[src/rtl/rpr_pkg.sv]
// ---------------------------------------------------------------------------
// rpr_pkg
// Shared definitions for the result-flag register (rpr_stk) and its flag
// stack (rpr_lifo).
//   FLAG_Z/N/C/V : bit positions of the flags in the 4-bit flag vector
//   NFLAG        : number of flags (width of one stack entry)
//   cc_e         : branch condition-code encoding seen on the cond input
// ---------------------------------------------------------------------------
package rpr_pkg;

    localparam int NFLAG  = 4;
    localparam int FLAG_Z = 0;
    localparam int FLAG_N = 1;
    localparam int FLAG_C = 2;
    localparam int FLAG_V = 3;

    typedef enum logic [2:0] {
        CC_AL = 3'd0,  // always
        CC_EQ = 3'd1,  // Z
        CC_NE = 3'd2,  // !Z
        CC_MI = 3'd3,  // N
        CC_PL = 3'd4,  // !N
        CC_CS = 3'd5,  // C
        CC_VS = 3'd6,  // V
        CC_LT = 3'd7   // N ^ V, signed less-than
    } cc_e;

    // Evaluate one condition code against a flag vector.
    function automatic logic cc_eval(input cc_e cc, input logic [NFLAG-1:0] f);
        logic hit;
        hit = 1'b0;
        case (cc)
            CC_AL:   hit = 1'b1;
            CC_EQ:   hit = f[FLAG_Z];
            CC_NE:   hit = ~f[FLAG_Z];
            CC_MI:   hit = f[FLAG_N];
            CC_PL:   hit = ~f[FLAG_N];
            CC_CS:   hit = f[FLAG_C];
            CC_VS:   hit = f[FLAG_V];
            CC_LT:   hit = f[FLAG_N] ^ f[FLAG_V];
            default: hit = 1'b0;
        endcase
        return hit;
    endfunction

endpackage

[src/rtl/rpr_lifo.sv]
// ---------------------------------------------------------------------------
// rpr_lifo
// Save/restore stack for the flag register.
// Ports:
//   clk, rst_n    : clock, asynchronous active-low reset (resets sp/err only)
//   push, pop     : save wr_data / restore top entry
//   err_clr       : clear the sticky misuse flag
//   wr_data [DW]  : value saved on push (current flags)
//   rd_data [DW]  : top-of-stack entry (entry sp-1), valid when !empty
//   pop_ok        : a legal pop happens this cycle; top takes rd_data
//   sp            : number of stacked entries
//   full, empty   : sp == DEPTH, sp == 0
//   err           : sticky misuse (push full, pop empty, push+pop together)
// ---------------------------------------------------------------------------
module rpr_lifo
    import rpr_pkg::*;
#(
    parameter int DEPTH = 4,
    parameter int DW    = NFLAG,
    localparam int SPW  = $clog2(DEPTH + 1),
    localparam int AW   = (DEPTH > 1) ? $clog2(DEPTH) : 1
) (
    input  logic           clk,
    input  logic           rst_n,
    input  logic           push,
    input  logic           pop,
    input  logic           err_clr,
    input  logic [DW-1:0]  wr_data,
    output logic [DW-1:0]  rd_data,
    output logic           pop_ok,
    output logic [SPW-1:0] sp,
    output logic           full,
    output logic           empty,
    output logic           err
);

    logic [DW-1:0]  r_mem [0:(1<<AW)-1];
    logic [SPW-1:0] r_sp;
    logic           r_err;

    logic           w_full;
    logic           w_empty;
    logic           w_do_push;
    logic           w_do_pop;
    logic           w_err_set;
    logic [SPW-1:0] w_sp_m1;
    logic [AW-1:0]  w_wr_addr;
    logic [AW-1:0]  w_rd_addr;

    assign w_full  = (r_sp == SPW'(DEPTH));
    assign w_empty = (r_sp == '0);

    // Simultaneous push and pop is treated as misuse: neither takes effect.
    assign w_do_push = push & ~pop & ~w_full;
    assign w_do_pop  = pop & ~push & ~w_empty;
    assign w_err_set = (push & pop) | (push & w_full) | (pop & w_empty);

    // Write address is sp itself; it never reaches DEPTH while a push is
    // accepted, so the low AW bits are sufficient.
    assign w_sp_m1   = r_sp - SPW'(1);
    assign w_wr_addr = r_sp[AW-1:0];
    assign w_rd_addr = w_sp_m1[AW-1:0];

    // Storage carries no reset; stale entries beyond sp are unreachable.
    always_ff @(posedge clk) begin
        if (w_do_push) begin
            r_mem[w_wr_addr] <= wr_data;
        end
    end

    always_ff @(posedge clk or negedge rst_n) begin
        if (!rst_n) begin
            r_sp  <= '0;
            r_err <= 1'b0;
        end else begin
            if (w_do_push) begin
                r_sp <= r_sp + SPW'(1);
            end else if (w_do_pop) begin
                r_sp <= w_sp_m1;
            end
            // A new error outranks a coincident clear.
            if (w_err_set) begin
                r_err <= 1'b1;
            end else if (err_clr) begin
                r_err <= 1'b0;
            end
        end
    end

    // The restore value must be available in the pop cycle itself.
    assign rd_data = r_mem[w_rd_addr];
    assign pop_ok  = w_do_pop;
    assign sp      = r_sp;
    assign full    = w_full;
    assign empty   = w_empty;
    assign err     = r_err;

endmodule

[src/rtl/rpr_stk.sv]
// ---------------------------------------------------------------------------
// rpr_stk
// Result-flag register with masked ALU update, direct load, save/restore
// stack and branch-condition evaluation.
// Ports:
//   clk, rst_n      : clock, asynchronous active-low reset
//   en, upd_mask    : update flags[i] from the ALU where upd_mask[i]=1
//   res, c_in, v_in : ALU result, carry-out, signed overflow
//   wr, wr_data     : load all four flags directly
//   push, pop       : save / restore flags via the stack
//   err_clr         : clear sticky stack error
//   cond            : condition-code select (cc_e)
//   flags           : {V, C, N, Z}
//   cond_true       : selected condition holds on the registered flags
//   sp, full, empty : stack occupancy / status
//   err             : sticky stack misuse
// Flag register source priority: legal pop > wr > en.
// ---------------------------------------------------------------------------
module rpr_stk
    import rpr_pkg::*;
#(
    parameter int W     = 8,
    parameter int DEPTH = 4,
    localparam int SPW  = $clog2(DEPTH + 1)
) (
    input  logic             clk,
    input  logic             rst_n,
    input  logic             en,
    input  logic [W-1:0]     res,
    input  logic             c_in,
    input  logic             v_in,
    input  logic [NFLAG-1:0] upd_mask,
    input  logic             wr,
    input  logic [NFLAG-1:0] wr_data,
    input  logic             push,
    input  logic             pop,
    input  logic             err_clr,
    input  logic [2:0]       cond,
    output logic [NFLAG-1:0] flags,
    output logic             cond_true,
    output logic [SPW-1:0]   sp,
    output logic             full,
    output logic             empty,
    output logic             err
);

    logic [NFLAG-1:0] r_flags;
    logic [NFLAG-1:0] w_derived;
    logic [NFLAG-1:0] w_en_val;
    logic [NFLAG-1:0] w_stk_top;
    logic             w_pop_ok;

    assign w_derived[FLAG_Z] = (res == '0);
    assign w_derived[FLAG_N] = res[W-1];
    assign w_derived[FLAG_C] = c_in;
    assign w_derived[FLAG_V] = v_in;

    // Per-flag merge: masked-off flags keep their current value.
    generate
        for (genvar gi = 0; gi < NFLAG; gi++) begin : g_mask
            assign w_en_val[gi] = upd_mask[gi] ? w_derived[gi] : r_flags[gi];
        end
    endgenerate

    // The stack always saves the pre-edge flags, so wr/en in the same
    // cycle as a push can clear flags on subroutine/interrupt entry.
    rpr_lifo #(
        .DEPTH (DEPTH),
        .DW    (NFLAG)
    ) u_lifo (
        .clk     (clk),
        .rst_n   (rst_n),
        .push    (push),
        .pop     (pop),
        .err_clr (err_clr),
        .wr_data (r_flags),
        .rd_data (w_stk_top),
        .pop_ok  (w_pop_ok),
        .sp      (sp),
        .full    (full),
        .empty   (empty),
        .err     (err)
    );

    // A rejected pop (empty, or together with push) does not block wr/en.
    always_ff @(posedge clk or negedge rst_n) begin
        if (!rst_n) begin
            r_flags <= '0;
        end else if (w_pop_ok) begin
            r_flags <= w_stk_top;
        end else if (wr) begin
            r_flags <= wr_data;
        end else if (en) begin
            r_flags <= w_en_val;
        end
    end

    assign flags     = r_flags;
    assign cond_true = cc_eval(cc_e'(cond), r_flags);

endmodule

[config.mk]
export PLATFORM = sky130hd
export DESIGN_NAME = rpr_stk
export DESIGN_NICKNAME = d
export VERILOG_FILES = /design/src/rtl/rpr_pkg.sv /design/src/rtl/rpr_lifo.sv /design/src/rtl/rpr_stk.sv
export SDC_FILE = /design/constraint.sdc
export NUM_CORES = 1
export LEC_CHECK = 0
export BUFFER_PORTS_ARGS = -buffer_cell sky130_fd_sc_hd__clkbuf_2
export CORE_UTILIZATION = 53
export DETAILED_ROUTE_END_ITERATION = 6
export GPL_TIMING_DRIVEN = 0
export PLACE_DENSITY = 0.83
export SYNTH_ARGS = -nofsm -noshare
export SYNTH_HDL_FRONTEND = slang
export SYNTH_SLANG_ARGS = --single-unit
[constraint.sdc]
create_clock -name clk -period 4.4 [get_ports clk]
set_clock_uncertainty 0.1 [all_clocks]
set_input_delay 1.32 -clock clk [delete_from_list [all_inputs] [get_ports clk]]
set_output_delay 1.32 -clock clk [all_outputs]
set_load 0.005 [all_outputs]
==> impl_results.md, run 1 <==
* Status: completed
* GPL Wtd Cong at 0.758
* R2R Path End: u_lifo.r_mem[3][2]
* CTS max path bufs at 2
* Vias in the first global route at 892
* Gr usage total at 23.9%
* Sequential fraction of the synthesis area at 56.3%
* Core Region at 0.00204 mm^2
* Routed WL per cell at 15.2 um
* Final cell count without fillers at 162
* CP Class: in2out
* Final min period at 3.63 ns
* Antenna violations before repair at 0
* Actual slew at the worst max-slew pin at 0.760 ns
* Worst hold path type: reg2reg
* Share of cells above drive strength 1 at 38.5%
* IO Port Bufs at 37
* Core Rows at 16
* Worst skew pair latency at 0.32 ns
* Slew Limit Fails at 0
* CTS resizes at 0
* CP Max Fanout at 4
* Clock root cell: clkbuf_4
* ANT nets after route at 0
* RSZ-0062 raised after global routing: no
* Htree depth at 1
* Biggest cell delay along the critical path at 0.29 ns
* DR iter-0 viols at 28
* Cell Area, Synth at 0.00121 mm^2
* Endpoints failing setup at 0
* Vias per inst at 5.49
* Max VDD drop at 0.369 mV
* Commonest non-fill, non-tap cell in the layout: clkbuf_2
* Largest net degree at the start of global routing at 15
* Die Y-Extent at 49.8 um
* P_leak at 0.647 nW
* Most frequent cells in the layout: 37 x clkbuf_2, 16 x edfxtp_1, 13 x nand2_1
* Setup slack, reg-to-reg at 1.59 ns
* Final layout net count at 169
* Delay-heaviest family, CP: simple AND/OR/NAND/NOR gates
* CP Launch Type: input port
* Fin. Hold Viols at 0
* Crit. End Element: output pin
* Mapped Cells at 94
* Arr. time, crit path at 2.21 ns
* Total routed wirelength at 2.46 mm
* Avg Cell Area, Syn at 12.9 um^2
* Area growth from synthesis to layout at 22.5%
* Design area at 0.00148 mm^2
* Die Area at 0.00248 mm^2
* Router iterations before antenna repair at 4
* Max-Cap Viols at 0
* CP required at 2.98 ns
* TNS Setup at 0 ns
* Post-Place Cells at 158
* Diodes inserted at 0
* I/O pin count at 39
* DP Area at 0.00143 mm^2
* Worst-path clk slew at 0.13 ns
* Max Clock Freq at 0.276 GHz
* Number of buffers added for setup after CTS at 0
* Worst Hold Depth at 1
* Hold EP: u_lifo.sp[2]
* CTS tree: built
* Period utilization at 82.5%
* Hold wc startpoint: u_lifo.sp[2]
* #FFs+latches synth at 24
* CTS Hold Bufs at 0
* Grt total ovfl at 0
* Chip Width at 49.8 um
* Slowest-stage cell, CP: or2_2
* Worst-case reg-to-reg path depth at 6
* Max_slew headroom at 49.2%
* Clock Sinks at 24
* Post-DP HPWL at 1.97 mm
* First-pass GRT wire length at 4.11 mm
* Initial core utilization at 59.2%
* Crit-path cells: clkbuf_2 > or2_2 > a21oi_1 > nor3_1 > a21oi_1 > clkbuf_2
* R2r startpoint: u_lifo.sp[0]
* Ys Warns at 0
* Cell Pwr Density at 552 mW/mm^2
* Num CTS Buffers at 3
* Vias after detailed routing at 890
* Net Count, Synth at 127
* CP Buf/Inv Count at 2
* Post-route DRC at 0
* Number of distinct library cells after synthesis at 29
[how the worst max path moves through the flow]
stage | from | endpoint | slack, ns | cells past startpoint
2_1_floorplan | cond[2] | cond_true | 1.05 | 4
3_3_place_gp | cond[2] | cond_true | 0.83 | 6
3_5_place_dp | cond[2] | cond_true | 0.80 | 6
4_1_cts | cond[2] | cond_true | 0.79 | 6
5_1_grt | cond[2] | cond_true | 0.67 | 6
6_report | cond[2] | cond_true | 0.77 | 6
[worst register-to-register path: stages, from the launching register on]
cell	delay [ns]
dfrtp_1	0.43
clkbuf_1	0.38
inv_1	0.17
ha_1	0.27
and2_1	0.19
nor3b_1	0.63
and2_1	0.36
[stage by stage]
step	total power (W)	setup slack, ns	hold slack, ns	util, %
final	0.000816	0.771	0.421	72.5
after detailed placement	0.000661	0.797	0.408	69.9
after CTS	0.000820	0.793	0.431	72.5
after floorplan	0.000543	1.05	0.393	-
after global routing	0.000866	0.675	0.456	72.5
after global placement	0.000645	0.827	0.396	69.9
[report_power, final]
| part | switching, W | internal [W] | leakage, nW |
|---|---|---|---|
| logic | 0.000147 | 0.000154 | 0.379 |
| registers | 0.0000496 | 0.000305 | 0.240 |
| clock network | 0.0000681 | 0.0000922 | 0.0279 |
| total | 0.000265 | 0.000551 | 0.647 |
[cell families after synthesis]
kind of cell    count (synthesis)  synth area share [%]
buf+inv                         6                  1.86
compound gates                 13                  6.42
flops                          24                  56.3
simple gates                   32                  14.3
fa+ha+maj                       5                  5.18
xor+xnor                        2                  1.45
mux                            12                  14.5
[cell usage after synthesis]
master	n	area, um^2
edfxtp_1	16	480
nand2_1	13	48.8
dfrtp_1	8	200
and2_1	5	31.3
ha_1	5	62.6
o21ai_0	5	25.0
a21oi_1	4	20.0
mux2_2	4	45.0
mux2i_1	4	40.0
mux4_2	4	90.1
inv_1	3	11.3
clkbuf_1	2	7.51
nor2_1	2	7.51
nor2b_1	2	12.5
or4_1	2	15.0
xnor2_1	2	17.5
a21o_1	1	7.51
a22oi_1	1	7.51
and2_0	1	6.26
and3_1	1	6.26
buf_1	1	3.75
nand2b_1	1	6.26
nand3b_1	1	7.51
nor3_1	1	5.00
nor3b_1	1	7.51
nor4_2	1	12.5
o211ai_1	1	7.51
o22a_2	1	10.0
or2_2	1	6.26
[area by class of cell]
cell class | instances | area, um^2
Buffer | 3 | 11.3
Clock buffer | 3 | 22.5
Clock inverter | 1 | 30.0
Fill cell | 158 | 562
Inverter | 3 | 11.3
Multi-Input combinational cell | 64 | 505
Sequential cell | 24 | 681
Tap cell | 27 | 33.8
Timing Repair Buffer | 37 | 185
[routing by layer]
metal	GRT usage (%)	up-vias	routed length, um
met4	11.9	0	74
met1	27.7	416	948
met5	0	-	0
met3	7.41	9	174
met2	39.6	43	1260
li1	-	422	-
[registers in the layout, summed over array words and instances, names as in the netlist]
register	cells
u_lifo.r_mem	16
flags	4
u_lifo.sp	3
u_lifo.err	1
(Power assumes the default switching activity.)
==> run 2, diff against run 1 <==
--- a/config.mk
+++ b/config.mk
@@ -6,10 +6,10 @@
 export NUM_CORES = 1
 export LEC_CHECK = 0
 export BUFFER_PORTS_ARGS = -buffer_cell sky130_fd_sc_hd__clkbuf_2
-export CORE_UTILIZATION = 53
+export CORE_UTILIZATION = 49
 export DETAILED_ROUTE_END_ITERATION = 6
 export GPL_TIMING_DRIVEN = 0
-export PLACE_DENSITY = 0.83
+export PLACE_DENSITY = 0.77
 export SYNTH_ARGS = -nofsm -noshare
 export SYNTH_HDL_FRONTEND = slang
 export SYNTH_SLANG_ARGS = --single-unit
==> constraint.sdc (replaced) <==
create_clock -name clk -period 3.7 [get_ports clk]
set_clock_uncertainty 0.1 [all_clocks]
set_input_delay 1.11 -clock clk [delete_from_list [all_inputs] [get_ports clk]]
set_output_delay 1.11 -clock clk [all_outputs]
set_load 0.005 [all_outputs]
==> run 2 against run 1 <==
Sequential power grew 19%. Die area up 7.8%. Combinational power rose by 19%. Design area down 1.7%. Via count fell by 1.3%. Worst hold slack about the same. Flip-flop and latch count is the same. Critical path depth did not move. Critical path type unchanged. Global-route usage fell by 2.8 points. Setup slack worse by 0.27 ns. First-iteration DRC count fell by 50%. Utilization is 8.6 points lower.
==> impl_results.md, run 2 (same netlist as run 1, synthesis figures left out) <==
* Hold Slack at 0.421 ns (-0.000488 ns)
* Flip-flop and latch area at 681 um^2 (unchanged)
* Worst-case reg-to-reg path depth at 6 (unchanged)
* Diodes inserted at 0 (unchanged)
* DR iter-0 viols at 14 (-50%)
* CP Class: in2out
* Vias after detailed routing at 878 (-1.3%)
* Cell Pwr Density at 613 mW/mm^2 (+11%)
* Vias in the first global route at 912 (+2.2%)
* Num CTS Buffers at 3 (unchanged)
* Critical Path Sink: cond_true
* Worst skew pair latency at 0.30 ns (-0.02 ns)
* Router iterations before antenna repair at 4 (unchanged)
* Slowest-stage cell, CP: or2_2
* Reg power frac at 47.2% (+3.7 points)
* Die Area at 0.00267 mm^2 (+7.8%)
* Final layout net count at 169 (unchanged)
* Fin util at 63.9% (-8.6 points)
* Arr. time, crit path at 1.99 ns (-0.22 ns)
* Share of cells above drive strength 1 at 37.8% (-0.74 points)
* Status: completed
* Gr usage total at 21.1% (-2.8 points)
* Largest register FFs at 16 (unchanged)
* Max Clock Freq at 0.312 GHz
* Net Sw Power at 0.000308 W (+16%)
* CTS tree: built
* Power Internal at 0.000584 W (+6.0%)
* Chip Width at 51.7 um (+3.8%)
* TNS Setup at 0 ns (unchanged)
* Crit-path cells: clkbuf_2 > or2_2 > a21oi_1 > nor3_1 > a21oi_1 > clkbuf_2
* Antenna violations before repair at 0 (unchanged)
* CP startpoint: cond[2]
* Grt total ovfl at 0 (unchanged)
* Largest Register: u_lifo.r_mem
* CP Max Fanout at 4 (unchanged)
* Max-Cap Viols at 0 (unchanged)
* RSZ-0062 raised after global routing: no
* Clock root cell: clkbuf_4
* DP Worst Slack at 0.501 ns (-0.296 ns)
* Setup slack, reg-to-reg at 0.89 ns (-0.70 ns)
* Final WS setup at 0.498 ns (-0.273 ns)
* CTS resizes at 0 (unchanged)
* P_leak at 0.634 nW (-1.9%)
* R2R Path End: u_lifo.r_mem[0][3]
* Period utilization at 86.5%
* Routed WL per cell at 14.8 um (-2.5%)
* Vias per inst at 5.39 (-2.0%)
* R2r startpoint: u_lifo.sp[0]
* Crit. End Element: output pin
* Worst hold path type: reg2reg
* Die Y-Extent at 51.7 um (+3.8%)
* Actual slew at the worst max-slew pin at 0.723 ns (-0.0372 ns)
* Endpoints failing setup at 0 (unchanged)
* Area growth from synthesis to layout at 20.4%
* Clock Sinks at 24 (unchanged)
* Post-route DRC at 0 (unchanged)
* CP Launch Type: input port
* Htree depth at 1 (unchanged)
* I/O pin count at 39 (unchanged)
* Largest net degree at the start of global routing at 14 (-1)
* CTS Hold Bufs at 0 (unchanged)
* GPL Wtd Cong at 0.722 (-4.7%)
* ANT nets after route at 0 (unchanged)
* Max_slew headroom at 51.7% (+2.5 points)
* Power after layout at 0.000892 W (+9.2%)
* Post-DP HPWL at 1.94 mm (-1.7%)
* Comb power frac at 40.1% (+3.2 points)
* Switching share of power at 34.5% (+2.0 points)
* Worst-path clk slew at 0.13 ns (about the same)
* Total routed wirelength at 2.41 mm (-1.9%)
* Fill cells at 180 (+14%)
* Slew Limit Fails at 0 (unchanged)
* Clk pwr share at 12.7% (-6.9 points)
* Most frequent cells in the layout: 37 x clkbuf_2, 16 x edfxtp_1, 13 x nand2_1
* CP required at 2.49 ns (-0.49 ns)
* First-pass GRT wire length at 4.04 mm (-1.7%)
* Core Region at 0.00228 mm^2 (+11%)
* Max VDD drop at 0.439 mV (+19%)
* Core Rows at 17 (+1)
* Final min period at 3.20 ns
* IO Port Bufs at 37 (unchanged)
* Multi-input gate area at 505 um^2 (unchanged)
* Commonest non-fill, non-tap cell in the layout: clkbuf_2
* Fin. Hold Viols at 0 (unchanged)
* Biggest cell delay along the critical path at 0.30 ns (about the same)
* CTS max path bufs at 2 (unchanged)
* Number of buffers added for setup after CTS at 0 (unchanged)
* Initial core utilization at 53.1% (-6.1 points)
==> run 2: power by group through the flow <==
stage	clock network, W	logic [W]	registers [W]
CTS	0.000117	0.000359	0.000422
finish	0.000113	0.000357	0.000421
global placement	0	0.000346	0.000423
floorplan	0	0.000232	0.000413
detailed placement	0	0.000355	0.000428
global route	0.000125	0.000395	0.000430
==> run 2: worst min path at each step <==
| stage | startpoint | endpoint | slack, ns | depth (start not counted) |
|---|---|---|---|---|
| 4_1_cts | u_lifo.sp[2] | u_lifo.sp[2] | 0.43 | 1 |
| 6_report | u_lifo.sp[2] | u_lifo.sp[2] | 0.42 | 1 |
| 5_1_grt | u_lifo.sp[2] | u_lifo.sp[2] | 0.46 | 1 |
| 2_1_floorplan | u_lifo.sp[2] | u_lifo.sp[2] | 0.39 | 1 |
| 3_3_place_gp | u_lifo.sp[2] | u_lifo.sp[2] | 0.40 | 1 |
| 3_5_place_dp | u_lifo.sp[2] | u_lifo.sp[2] | 0.41 | 1 |
==> run 2: per-layer routing <==
metal	routed length, um	global-route usage [%]
met1	1070	27.7
met2	1240	35.5
met3	88	2.05
met5	0	0
met4	16	9.01
==> run 2: critical path, delay by kind of cell <==
family | cells | cell delay (ns)
compound gates | 2 | 0.26
buf+inv | 2 | 0.24
simple gates | 2 | 0.37
==> run 2: through the flow <==
| stage | instances | area (um^2) |
|---|---|---|
| 2_1_floorplan | 94 | 1210 |
| 3_3_place_gp | 159 | 1430 |
| 3_5_place_dp | 159 | 1430 |
| 4_1_cts | 163 | 1460 |
| 5_1_grt | 163 | 1460 |
| 6_report | 163 | 1460 |
==> run 2: cell type report <==
| type | count | area share [%] |
|---|---|---|
| inverter | 3 | 0.774 |
| clock inverter | 1 | 0.258 |
| multi-input combinational | 64 | 34.7 |
| timing repair buffer | 37 | 12.7 |
| buffer | 3 | 0.774 |
| sequential | 24 | 46.8 |
| tap | 28 | 2.41 |
| clock buffer | 3 | 1.55 |
